**src/rtl/mem_if_pkg.sv**
```systemverilog
// Shared types and widths for the data-memory request master.
// Optional build macro used by mem_req_master: MISALIGN_CHECK_EN.
package mem_if_pkg;

    localparam int WORD_W    = 16;
    localparam int LAT_CNT_W = 4;

    typedef enum logic [1:0] {
        IDLE,
        ACCESS,
        RESP
    } mem_state_t;

endpackage

```
**src/rtl/mem_lat_counter.sv**
```systemverilog
// Down-counter that times how long the memory pins are held in ACCESS.
// zero_o marks the final hold cycle; the count saturates at zero.
module mem_lat_counter
    import mem_if_pkg::*;
(
    input  logic                 clk,
    input  logic                 rst,
    input  logic                 load_i,
    input  logic [LAT_CNT_W-1:0] load_val_i,
    input  logic                 dec_i,
    output logic                 zero_o
);

    logic [LAT_CNT_W-1:0] count_q, count_d;

    always_comb begin
        count_d = count_q;
        if (load_i) begin
            count_d = load_val_i;
        end else if (dec_i && (count_q != '0)) begin
            count_d = count_q - 1'b1;
        end
    end

    // NOTE: state registers use non-blocking assignments and a synchronous reset, so every flop updates together on the clock edge.
    always_ff @(posedge clk) begin
        if (rst) begin
            count_q <= '0;
        end else begin
            count_q <= count_d;
        end
    end

    assign zero_o = (count_q == '0);

endmodule

```
**src/rtl/mem_req_master.sv**
```systemverilog
// Load/store initiator for the single-cycle data memory: one access at a time.
// Define MISALIGN_CHECK_EN to reject odd addresses with rsp_err instead of aligning them.
module mem_req_master
    import mem_if_pkg::*;
#(
    parameter int ADDR_WIDTH  = 16,
    parameter int MEM_LATENCY = 0
) (
    input  logic                  clk,
    input  logic                  rst,
    input  logic                  req_valid,
    output logic                  req_ready,
    input  logic                  req_wr,
    input  logic [ADDR_WIDTH-1:0] req_addr,
    input  logic [WORD_W-1:0]     req_wdata,
    output logic                  rsp_valid,
    input  logic                  rsp_ready,
    output logic [WORD_W-1:0]     rsp_rdata,
    output logic                  rsp_err,
    output logic                  mem_enable,
    output logic                  mem_wr,
    output logic [ADDR_WIDTH-1:0] mem_addr,
    output logic [WORD_W-1:0]     mem_wdata,
    input  logic [WORD_W-1:0]     mem_rdata
);

    localparam logic [LAT_CNT_W-1:0] LAT_LOAD = LAT_CNT_W'(MEM_LATENCY);

    mem_state_t            state_q, state_d;
    logic                  wr_q, wr_d;
    logic [ADDR_WIDTH-1:0] addr_q, addr_d;
    logic [WORD_W-1:0]     wdata_q, wdata_d;
    logic [WORD_W-1:0]     rdata_q, rdata_d;
    logic                  req_fire;
    logic                  cnt_load;
    logic                  cnt_dec;
    logic                  cnt_zero;
`ifdef MISALIGN_CHECK_EN
    logic                  err_q, err_d;
`endif

    assign req_fire = req_valid && req_ready;

    mem_lat_counter u_lat_counter (
        .clk        (clk),
        .rst        (rst),
        .load_i     (cnt_load),
        .load_val_i (LAT_LOAD),
        .dec_i      (cnt_dec),
        .zero_o     (cnt_zero)
    );

    // NOTE: every signal written here gets a default first, so no path can leave one unassigned and infer a latch.
    always_comb begin
        state_d  = state_q;
        wr_d     = wr_q;
        addr_d   = addr_q;
        wdata_d  = wdata_q;
        rdata_d  = rdata_q;
        cnt_load = 1'b0;
        cnt_dec  = 1'b0;
`ifdef MISALIGN_CHECK_EN
        err_d    = err_q;
`endif
        case (state_q)
            IDLE: begin
                if (req_fire) begin
                    wr_d    = req_wr;
                    addr_d  = req_addr & ~ADDR_WIDTH'(1);
                    wdata_d = req_wdata;
                    rdata_d = '0;
`ifdef MISALIGN_CHECK_EN
                    err_d   = req_addr[0];
                    if (req_addr[0]) begin
                        state_d = RESP;
                    end else begin
                        cnt_load = 1'b1;
                        state_d  = ACCESS;
                    end
`else
                    cnt_load = 1'b1;
                    state_d  = ACCESS;
`endif
                end
            end
            ACCESS: begin
                cnt_dec = 1'b1;
                if (cnt_zero) begin
                    // Stores report zero data; loads capture the memory output.
                    rdata_d = wr_q ? '0 : mem_rdata;
                    state_d = RESP;
                end
            end
            RESP: begin
                if (rsp_ready) begin
                    state_d = IDLE;
                end
            end
            default: state_d = IDLE;
        endcase
    end

    always_ff @(posedge clk) begin
        if (rst) begin
            state_q <= IDLE;
            wr_q    <= 1'b0;
            addr_q  <= '0;
            wdata_q <= '0;
            rdata_q <= '0;
`ifdef MISALIGN_CHECK_EN
            err_q   <= 1'b0;
`endif
        end else begin
            state_q <= state_d;
            wr_q    <= wr_d;
            addr_q  <= addr_d;
            wdata_q <= wdata_d;
            rdata_q <= rdata_d;
`ifdef MISALIGN_CHECK_EN
            err_q   <= err_d;
`endif
        end
    end

    // Outputs are gated by rst so a mid-operation reset silences the pins in the same cycle.
    assign req_ready  = (state_q == IDLE) && !rst;
    assign mem_enable = (state_q == ACCESS) && !rst;
    assign mem_wr     = mem_enable && wr_q;
    assign mem_addr   = mem_enable ? addr_q : '0;
    assign mem_wdata  = mem_enable ? wdata_q : '0;
    assign rsp_valid  = (state_q == RESP) && !rst;
    assign rsp_rdata  = rsp_valid ? rdata_q : '0;
`ifdef MISALIGN_CHECK_EN
    assign rsp_err    = rsp_valid && err_q;
`else
    assign rsp_err    = 1'b0;
`endif

endmodule

```
**config.mk**
```make
export PLATFORM = sky130hd
export DESIGN_NAME = mem_req_master
export DESIGN_NICKNAME = d
export VERILOG_FILES = /design/src/rtl/mem_if_pkg.sv /design/src/rtl/mem_lat_counter.sv /design/src/rtl/mem_req_master.sv
export SDC_FILE = /design/constraint.sdc
export NUM_CORES = 1
export LEC_CHECK = 0
export ABC_AREA = 1
export BUFFER_PORTS_ARGS = -buffer_cell sky130_fd_sc_hd__buf_2
export CAP_MARGIN = 10
export CORE_UTILIZATION = 55
export CTS_BUF_LIST = sky130_fd_sc_hd__clkbuf_2 sky130_fd_sc_hd__clkbuf_4 sky130_fd_sc_hd__clkbuf_8
export DETAILED_ROUTE_END_ITERATION = 16
export PLACE_DENSITY = 0.95
export SETUP_SLACK_MARGIN = 0.15
export SLEW_MARGIN = 20
export SYNTH_ARGS = -nofsm -noshare
export SYNTH_HDL_FRONTEND = slang
export SYNTH_SLANG_ARGS = --single-unit
export TNS_END_PERCENT = 20
```
**constraint.sdc**
```tcl
create_clock -name clk -period 2.86 [get_ports clk]
set_input_delay 0.143 -clock clk [delete_from_list [all_inputs] [get_ports clk]]
set_output_delay 0.143 -clock clk [all_outputs]
set_load 0.005 [all_outputs]
```
==> flow_summary.yaml <==
placement:
  dp.cells: 544
  io_buffers: 102
  dp_hpwl_um: 4210
  pre_cts_ws_ns: 0.975
  gp_congestion: 0.786
power_and_ir_drop:
  power_mw: 1.59
  p_comb_frac: 0.193
  peakVddDrop_mv: 0.289
  seq_power_share: 0.525
  p_leak_nw: 1.70
  swShare: 0.290
  p_int_mw: 1.13
  clockPowerShare: 0.282
  power.density_nw_per_um2: 481
  switchingPower_mw: 0.459
timing:
  final.setup_skew_ns: 0.00395
  max_slew_margin: 0.428
  worst_slew_pin_slew_ns: 0.857
  layout_min_cycle_time_ns: 2.16
  fin_ws_ns: 0.697
  rsz0062_at_grt: "false"
  fmax_mhz: 462
  setup_violations: 0
  setup_tns_ns: 0
  hold_viol: 0
  slew_violations: 0
  period_share: 0.756
clock_network:
  cts_max_level: 2
  cts.repair.resized: 0
  worstSkewPairLatency_ns: 0.31
  post-cts-setup-buffer-count: 0
  hold_buffers: 0
  clk_pin_slew_ns: 0.09
  cts_sinks: 54
  cts_buffer_depth: 2
  tritoncts: "yes"
  cts_root_buf: "clkbuf_8"
  cts_made_buffers: 5
worst_setup_path:
  crit_required_ns: 2.72
  cp_slowest_stage_delay_ns: 0.47
  crit_slowest_cell: "dfxtp_1"
  crit_buf_inv: 2
  rrSetupSlack_ns: 1.22
  cp_top_family: "simple AND/OR/NAND/NOR gates"
  reg2reg_to: "wdata_q[0]"
  crit_cells: 5
  cp-endpoint: "mem_wr"
  cp-end-kind: "primary output"
  worstSetupStartpointType: "register"
  crit_start: "state_q[0]"
  worstSetupPathType: "reg -> out"
  crit-reg2reg-launch: "state_q[1]"
  worst_ep_arrival_time_ns: 2.02
  reg2reg_depth: 4
  path_cells: "inv_2, nor2_4, nand2_2, nor2_1, buf_2"
  path_max_fanout: 34
floorplan:
  core_um2: 4790
  initial_core_util: 0.578
  die_w_um: 72.9
  die_area_um2: 5320
  rows: 25
  ios: 106
  die_h_um: 72.9
run_status:
  status: "finished clean"
route:
  drcViolationCount: 0
  via_count: 2659
  routed_via_density: 4.82
  drt_pass1_iterations: 4
  antenna_left: 0
  drt_iter0_drc: 173
  routed_wl_um: 6050
  post_drt_wl_per_cell_um: 11.0
hold_path:
  hold_class: "in -> reg"
  hold_path_depth: 2
yosys:
  synth_edf_count: 0
  synth_cell_types: 27
  synth_cells: 398
  async_reset_ff_frac: 0
  avgSynthCellArea_um2: 6.95
  synthTopCellsByCount: "87 x nor2_1, 75 x inv_1, 54 x dfxtp_1, 54 x nand2_1, 34 x nand3_1"
  ys_seq_area_frac: 0.391
  yosys_most_used_dff: "dfxtp_1"
  synth_most_common_cell: "nor2_1"
  yosys-top-cells-area: "dfxtp_1 39%, nor2_1 12%, inv_1 10%"
  synth_area_um2: 2770
  ys_warn_count: 0
  synth_top_area_cell: "dfxtp_1"
  synth_top_area_frac: 0.391
  ys_ff_latch: 54
cells_and_area:
  fin_nets: 538
  syn_to_final_growth_pct: 19.0
  utilization: 0.688
  final_cells: 552
  n_antenna_cell: 0
  drive_above_1_share: 0.322
global_route:
  grt-ovfl-total: 0
  grt_util_all_layers: 0.243
  grt_max_degree: 36
  grt_pass1_wl_um: 10100
  grt_pass1_vias: 2419
  antenna_found_initial: 0
job:
  cap_violations: 0
power by group through the flow:
stage,sequential [mW],clock (mW),combinational (mW)
final,0.832,0.447,0.306
after detailed placement,0.850,0,0.304
after CTS,0.833,0.456,0.306
after global placement,0.848,0,0.296
after floorplan,0.843,0,0.249
after global routing,0.838,0.483,0.350
logic make-up after synthesis:
| kind of cell | synth area share |
|---|---|
| AND/OR/NAND/NOR | 0.309 |
| buffers and inverters | 0.170 |
| XOR/XNOR | 0.00317 |
| adder cells (fa/ha/maj) | 0.00452 |
| AO/OA/AOI/OAI | 0.121 |
| flip-flops | 0.391 |
| other | 0.00135 |
worst min path at each step:
stage / end / slack, ns / start
2_1_floorplan: state_q[1] / 0.26 / rsp_ready
3_3_place_gp: state_q[1] / 0.35 / rsp_ready
3_5_place_dp: state_q[1] / 0.36 / rsp_ready
4_1_cts: state_q[1] / 0.03 / rsp_ready
5_1_grt: state_q[1] / 0.03 / rsp_ready
6_report: state_q[1] / 0.03 / rsp_ready
cell type report:
cell class	count	area, µm²
clock buffer	7	90.1
multi-input combinational	241	1220
fill	404	1490
clock inverter	1	5.00
sequential	54	1080
timing repair buffer	103	518
inverter	79	297
tap	67	83.8
metrics by stage:
stage | area [µm²] | hold WS, ns
final | 3290 | 0.0306
after global routing | 3290 | 0.0258
after CTS | 3290 | 0.0250
after detailed placement | 3200 | 0.360
after global placement | 3200 | 0.350
after floorplan | 2770 | 0.258
per-layer routing:
metal  global-route usage  up-vias  wire length, µm
li1                     -     1375                -
met1                0.287     1166             2690
met2                0.418      108             2840
met3               0.0580       10              426
met4                0.105        0               98
met5                    0        -                0
flip-flops by register name, summed over array words and instances (netlist names):
register and flops:
addr_q 15, rdata_q 16, state_q 2, u_lat_counter.count_q 4, wdata_q 16, wr_q 1
cell usage in the layout (no fill, tap or decap), types with 3 or more instances in the layout:
cell,instances
inv_1,75
a21oi_1,3
o21ai_2,30
nand4_1,10
clkbuf_8,6
o21ai_0,6
inv_2,3
nor2_2,4
buf_2,102
nand3_1,34
nor2_1,87
nand2_1,54
dfxtp_1,54
(Power assumes the default switching activity.)
